$ cat src/rtl/fifo_pkg.sv
// fifo_pkg: shared sizing and types for the FIFO write-side controller.
// Holds the default depth, the address/count types sized from it, and the
// occupancy state encoding.
package fifo_pkg;

  localparam int W_DEPTH = 8;

  typedef logic [$clog2(W_DEPTH)-1:0]   addr_t;
  typedef logic [$clog2(W_DEPTH+1)-1:0] cnt_t;

  typedef enum logic [1:0] {
    ST_EMPTY = 2'd0,
    ST_PART  = 2'd1,
    ST_FULL  = 2'd2
  } wr_state_t;

endpackage : fifo_pkg

$ cat src/rtl/fifo_wr_ctrl_if.sv
// fifo_wr_ctrl_if: producer/read-side handshake and memory write port of the
// FIFO write controller. The almost_full signal exists only when
// FIFO_ALMOST_FULL_EN is defined.
interface fifo_wr_ctrl_if #(
  parameter int W_DEPTH = fifo_pkg::W_DEPTH
);
  localparam int AW = (W_DEPTH > 1) ? $clog2(W_DEPTH) : 1;
  localparam int CW = $clog2(W_DEPTH + 1);

  logic          push;
  logic          pop_acc;
  logic          err_clr;
  logic          ena_wr;
  logic [AW-1:0] addr_wr;
  logic [CW-1:0] count;
  logic          full_flag;
  logic          empty_flag;
  logic          led_error;
`ifdef FIFO_ALMOST_FULL_EN
  logic          almost_full;
`endif

`ifdef FIFO_ALMOST_FULL_EN
  modport master (
    output push, pop_acc, err_clr,
    input  ena_wr, addr_wr, count, full_flag, empty_flag, led_error, almost_full
  );
  modport slave (
    input  push, pop_acc, err_clr,
    output ena_wr, addr_wr, count, full_flag, empty_flag, led_error, almost_full
  );
`else
  modport master (
    output push, pop_acc, err_clr,
    input  ena_wr, addr_wr, count, full_flag, empty_flag, led_error
  );
  modport slave (
    input  push, pop_acc, err_clr,
    output ena_wr, addr_wr, count, full_flag, empty_flag, led_error
  );
`endif

endinterface : fifo_wr_ctrl_if

$ cat src/rtl/fifo_occupancy.sv
// fifo_occupancy: occupancy counter of the FIFO. Counts up on an accepted
// push, down on an accepted pop, holds when both or neither occur, and
// ignores pops while already empty.
module fifo_occupancy #(
  parameter int W_DEPTH = fifo_pkg::W_DEPTH,
  parameter int CW      = $clog2(W_DEPTH + 1)
) (
  input  logic          clk,
  input  logic          rst_n,
  input  logic          i_inc,
  input  logic          i_dec,
  output logic [CW-1:0] o_count,
  output logic [CW-1:0] o_count_next
);

  logic [CW-1:0] r_count;
  logic          w_dec_eff;

  assign w_dec_eff = i_dec & (r_count != '0);

  // Next occupancy from the accepted push and the (saturated) pop.
  always_comb begin
    o_count_next = r_count;
    if (i_inc && !w_dec_eff) begin
      o_count_next = r_count + CW'(1);
    end else if (!i_inc && w_dec_eff) begin
      o_count_next = r_count - CW'(1);
    end
  end

  // Occupancy register.
  always_ff @(posedge clk or negedge rst_n) begin
    if (!rst_n) begin
      r_count <= '0;
    end else begin
      r_count <= o_count_next;
    end
  end

  assign o_count = r_count;

endmodule : fifo_occupancy

$ cat src/rtl/fifo_wr_ctrl.sv
// fifo_wr_ctrl: write-side controller of the FIFO. Owns the head pointer,
// gates producer pushes against the registered full flag, drives the memory
// write strobe/address, and keeps the EMPTY/PART/FULL occupancy state plus a
// sticky overflow error. Optional almost_full flag: FIFO_ALMOST_FULL_EN.
module fifo_wr_ctrl
  import fifo_pkg::*;
#(
  parameter int W_DEPTH  = fifo_pkg::W_DEPTH,
  parameter int AF_LEVEL = W_DEPTH - 2
) (
  input  logic           clk,
  input  logic           rst_n,
  fifo_wr_ctrl_if.slave  bus
);

  localparam int AW = (W_DEPTH > 1) ? $clog2(W_DEPTH) : 1;
  localparam int CW = $clog2(W_DEPTH + 1);

  logic [AW-1:0] r_head;
  wr_state_t     r_state;
  wr_state_t     w_state_next;
  logic          r_led_error;
  logic          w_full;
  logic          w_empty;
  logic          w_accept;
  logic          w_reject;
  logic [CW-1:0] w_count;
  logic [CW-1:0] w_count_next;

  assign w_full   = (r_state == ST_FULL);
  assign w_empty  = (r_state == ST_EMPTY);
  assign w_accept = bus.push & ~w_full;
  assign w_reject = bus.push & w_full;

  fifo_occupancy #(
    .W_DEPTH (W_DEPTH),
    .CW      (CW)
  ) u_occupancy (
    .clk          (clk),
    .rst_n        (rst_n),
    .i_inc        (w_accept),
    .i_dec        (bus.pop_acc),
    .o_count      (w_count),
    .o_count_next (w_count_next)
  );

  // Head pointer advances on every accepted push and wraps by explicit compare.
  always_ff @(posedge clk or negedge rst_n) begin
    if (!rst_n) begin
      r_head <= '0;
    end else if (w_accept) begin
      if (r_head == AW'(W_DEPTH - 1)) begin
        r_head <= '0;
      end else begin
        r_head <= r_head + AW'(1);
      end
    end
  end

  // Occupancy state decoded from the count the next edge will load.
  always_comb begin
    w_state_next = ST_PART;
    if (w_count_next == '0) begin
      w_state_next = ST_EMPTY;
    end else if (w_count_next == CW'(W_DEPTH)) begin
      w_state_next = ST_FULL;
    end
  end

  // Occupancy state register.
  always_ff @(posedge clk or negedge rst_n) begin
    if (!rst_n) begin
      r_state <= ST_EMPTY;
    end else begin
      r_state <= w_state_next;
    end
  end

  // Sticky overflow error; a rejected push beats a same-cycle clear.
  always_ff @(posedge clk or negedge rst_n) begin
    if (!rst_n) begin
      r_led_error <= 1'b0;
    end else if (w_reject) begin
      r_led_error <= 1'b1;
    end else if (bus.err_clr) begin
      r_led_error <= 1'b0;
    end
  end

`ifdef FIFO_ALMOST_FULL_EN
  logic r_almost_full;

  // Almost-full flag registered alongside the other occupancy flags.
  always_ff @(posedge clk or negedge rst_n) begin
    if (!rst_n) begin
      r_almost_full <= 1'b0;
    end else begin
      r_almost_full <= (w_count_next >= CW'(AF_LEVEL));
    end
  end

  assign bus.almost_full = r_almost_full;
`endif

  assign bus.ena_wr     = w_accept;
  assign bus.addr_wr    = r_head;
  assign bus.count      = w_count;
  assign bus.full_flag  = w_full;
  assign bus.empty_flag = w_empty;
  assign bus.led_error  = r_led_error;

endmodule : fifo_wr_ctrl

$ cat src/flat_wrapper.sv
// flat-port wrapper written by rule: the top's interface ports become plain ports
module fifo_wr_ctrl_flat import fifo_pkg::*;
#(
  parameter int W_DEPTH  = fifo_pkg::W_DEPTH,
  parameter int AF_LEVEL = W_DEPTH - 2
)
  (clk, rst_n, bus_push, bus_pop_acc, bus_err_clr, bus_ena_wr, bus_addr_wr, bus_count, bus_full_flag, bus_empty_flag, bus_led_error);
  fifo_wr_ctrl_if #(.W_DEPTH(W_DEPTH)) bus_i ();
  input  logic clk;
  input  logic rst_n;
  input wire logic [$bits(bus_i.push)-1:0] bus_push;
  input wire logic [$bits(bus_i.pop_acc)-1:0] bus_pop_acc;
  input wire logic [$bits(bus_i.err_clr)-1:0] bus_err_clr;
  output wire logic [$bits(bus_i.ena_wr)-1:0] bus_ena_wr;
  output wire logic [$bits(bus_i.addr_wr)-1:0] bus_addr_wr;
  output wire logic [$bits(bus_i.count)-1:0] bus_count;
  output wire logic [$bits(bus_i.full_flag)-1:0] bus_full_flag;
  output wire logic [$bits(bus_i.empty_flag)-1:0] bus_empty_flag;
  output wire logic [$bits(bus_i.led_error)-1:0] bus_led_error;
  assign bus_i.push = bus_push;
  assign bus_i.pop_acc = bus_pop_acc;
  assign bus_i.err_clr = bus_err_clr;
  assign bus_ena_wr = bus_i.ena_wr;
  assign bus_addr_wr = bus_i.addr_wr;
  assign bus_count = bus_i.count;
  assign bus_full_flag = bus_i.full_flag;
  assign bus_empty_flag = bus_i.empty_flag;
  assign bus_led_error = bus_i.led_error;
  fifo_wr_ctrl #(.W_DEPTH(W_DEPTH), .AF_LEVEL(AF_LEVEL)) u_core (.clk(clk), .rst_n(rst_n), .bus(bus_i));
endmodule
$ cat config.mk
export PLATFORM = sky130hd
export DESIGN_NAME = fifo_wr_ctrl_flat
export DESIGN_NICKNAME = d
export VERILOG_FILES = /design/src/rtl/fifo_pkg.sv /design/src/rtl/fifo_wr_ctrl_if.sv /design/src/rtl/fifo_occupancy.sv /design/src/rtl/fifo_wr_ctrl.sv /design/src/flat_wrapper.sv
export SDC_FILE = /design/constraint.sdc
export NUM_CORES = 1
export LEC_CHECK = 0
export BUFFER_PORTS_ARGS = -buffer_cell sky130_fd_sc_hd__buf_2
export CAP_MARGIN = 20
export CORE_AREA = 2 2 39 41
export DETAILED_ROUTE_END_ITERATION = 8
export DIE_AREA = 0 0 41 43
export PLACE_DENSITY_LB_ADDON = 0.3
export SYNTH_ARGS = -nofsm -noshare
export SYNTH_HDL_FRONTEND = slang
export SYNTH_SLANG_ARGS = --single-unit
$ cat constraint.sdc
create_clock -name clk -period 2.3 [get_ports clk]
set_input_delay 0.23 -clock clk [delete_from_list [all_inputs] [get_ports clk]]
set_output_delay 0.23 -clock clk [all_outputs]
set_load 0.01 [all_outputs]
==> results by group <==
Outcome
  – Status: complete, no violations

Yosys
  – Share of the synthesized area in the top cell type: 0.445
  – Largest cells by area after synthesis: dfrtp_1 45%, ha_1 8.9%, nand2_1 8.0%
  – Netlist cell types: 28
  – Area share of xor/xnor cells in the synthesized design: 0.0312
  – Post-Syn Nets: 68
  – Synth Area in Compound Gates: 0.163
  – Synth warn: 0
  – Post-synth top area cell: dfrtp_1
  – Register area share after synthesis: 0.445
  – Synthesized cell area: between 500 and 600 um2
  – Mux cell area share after synthesis: 0.0178
  – Post-synthesis simple-gate area fraction: 0.207
  – Synth Area in Adders: 0.0891
  – Gate count after technology mapping: 59
  – Register bit count reported by yosys: 10
  – Mean area per synthesized cell: 9.52 um2
  – Largest family of logic cells by synthesized area: simple AND/OR/NAND/NOR gates

Clocking
  – Worst-path clk slew: around 0.070 ns
  – Clk buf depth: 2
  – Latest clock arrival within the worst-skew pair: 0.27 ns
  – Number of CTS-inserted buffers: 3
  – # H-tree levels: 1
  – Sink Count: 10
  – Root Buffer: clkbuf_4
  – Cells resized by post-CTS repair: 0
  – CTS tree: yes

Critical path
  – Delay of the slowest critical-path stage: 0.44 ns
  – R2R cell count: 7
  – Worst Setup Start Kind: register
  – Slowest cell on crit path: dfrtp_1
  – Crit path cell chain: inv_1, ha_1, or3b_1, a211o_1, o22ai_2, xor2_1, and3_1
  – Reg2Reg Setup Slack: ~0.16 ns
  – Kind of end point of the critical path: register
  – CP required: 2.51 ns
  – Crit Path Category: register to register
  – Crit Path Max Fanout: 7
  – Worst EP arrival: 2.35 ns

Placement
  – Port buffer count: 15
  – DPL Wire Length: 834 um
  – Gp weighted congestion: a little under 0.8

Timing
  – Setup TNS: 0 ns
  – Worst relative slew slack: 0.694
  – Final period util: 0.931
  – Final min period: 2.14 ns
  – Slew @ Worst Pin: 0.456 ns
  – Final Max Tran Viols: 0
  – Clock skew: 0.00276 ns
  – Fin. Hold Viols: 0
  – RSZ-0062 raised after global routing: no
  – Final Setup Violations: 0
  – FMAX: ~0.47 GHz

Floorplanning
  – Row Count: 14
  – # IOs: 16
  – Core area: 1380 um2
  – Die Y: 43 um
  – Initial core utilization: 0.406
  – Die width: a little over 40 um
  – Die area: 1760 um2

Power
  – Lkg Pwr: 0.389 nW
  – Total power: 912 uW
  – VDD IR max: 0.000739 V
  – Power Density: 1280 nW/um2

Route
  – WL per Instance: 11.2 um
  – Routed WL: 1080 um
  – Vias per Instance: about 5.1
  – Via Count: 487
  – Router iterations before antenna repair: 4
  – Residual DRC count: 0
  – DR iter-0 viols: 8
  – Post-route ant nets: 0

Final layout
  – Synth-to-layout area growth: 26.5%
  – Share of layout cells above drive strength 1: 0.275
  – Diodes inserted: 0
  – Nets: 90

Worst hold path
  – Worst min-delay path class: primary input to register
  – Min-Delay Path Depth: 2

GRT
  – First-pass GRT wire length: 1810 um
  – Antenna violations before repair: 0
  – GRT overflow: 0
  – GR Util All Layers: 0.154
  – Vias in the first global route: 426
  – Largest net degree at the start of global routing: 11

Flow run
  – MaxCap Viol Count: 0
[per-stage QoR]
stage | util | setup slack [ns] | cells | hold slack [ns] | area, um2
after floorplan | - | 0.302 | 59 | -0.0656 | 562
after global placement | 0.475 | 0.274 | 90 | 0.101 | 657
after detailed placement | 0.475 | 0.194 | 90 | 0.102 | 657
after CTS | 0.508 | 0.174 | 95 | 0.138 | 703
after global routing | 0.514 | 0.0321 | 96 | 0.143 | 711
final | 0.514 | 0.159 | 96 | 0.143 | 711
[layout by cell type (no fill, tap or decap), types with 3 or more instances in the layout]
master / n
buf_2: 15
nand2_1: 12
dfrtp_1: 10
inv_1: 7
ha_1: 4
nor2_1: 3
clkbuf_4: 3
[worst max-delay path, delay by kind of cell, from the launching register on]
family / cells / cell delay, ns
adders and majority gates: 1 / 0.21
xor gates and xnor gates: 1 / 0.20
buffers and inverters: 1 / 0.12
AOI/OAI and AO/OA: 2 / 0.55
DFF: 1 / 0.44
and+or+nand+nor: 2 / 0.55
[Yosys cell counts]
master     n
mux2i_1    1
xnor2_1    1
nor2_1     3
or3_1      1
dfrtp_1   10
nand2_1   12
o22ai_2    1
nand3_1    1
ha_1       4
inv_1      7
a22o_1     1
o22ai_1    1
nor3_1     1
a32o_1     1
xor2_1     1
nor4_1     1
a31o_2     1
a211o_1    1
a21boi_0   1
a41oi_1    1
nor4b_1    1
or3b_1     1
o21ai_0    1
o211ai_1   1
nand2b_1   1
nand3b_1   1
a21o_1     1
and3_1     1
[final timing paths]
kind / startpoint / end
max: u_core.u_occupancy.o_count[0] / u_core.r_state[1]
min: bus_err_clr / u_core.bus.led_error
max reg2reg: u_core.u_occupancy.o_count[0] / u_core.r_state[1]
min reg2reg: u_core.bus.addr_wr[1] / u_core.bus.addr_wr[1]
max in group asynchronous: rst_n / u_core.bus.addr_wr[2]
min in group asynchronous: rst_n / u_core.bus.led_error
[sequential cells by signal (all words and copies together) (netlist names)]
name / cells
u_core.u_occupancy.o_count: 4
u_core.bus.led_error: 1
u_core.bus.addr_wr: 3
u_core.r_state: 2
[logic make-up after synthesis]
group / after synthesis
simple gates: 24
compound gates: 11
flops: 10
buf+inv: 7
fa+ha+maj: 4
xor+xnor: 2
mux: 1
[per-layer routing]
metal / up-vias / track usage / wire (um)
met5: - / 0 / 0
met1: 228 / 0.197 / 494
met4: 0 / 0.0400 / 14
met2: 9 / 0.234 / 526
li1: 248 / - / -
met3: 2 / 0.0628 / 43
[timing repair]
| action | in CTS | in global routing |
|---|---|---|
| setup buffers | 0 | 1 |
| endpoints found under the hold margin | 10 | 0 |
| hold buffers | 1 | 0 |
| endpoints found under the setup margin | 0 | 1 |
[report_power, final]
part,switching (mW),leakage [nW],internal [mW]
clock network,0.0647,0.0210,0.0962
logic,0.217,0.246,0.203
registers,0.0795,0.121,0.252
[final cells by class]
type / instances / area [um2]
Inverter: 7 / 26.3
Fill cell: 141 / 673
Timing Repair Buffer: 17 / 92.6
Clock buffer: 4 / 36.3
Tap cell: 16 / 20.0
Multi-Input combinational cell: 42 / 285
Sequential cell: 10 / 250
Note: power is estimated with default switching activity, not from simulation.
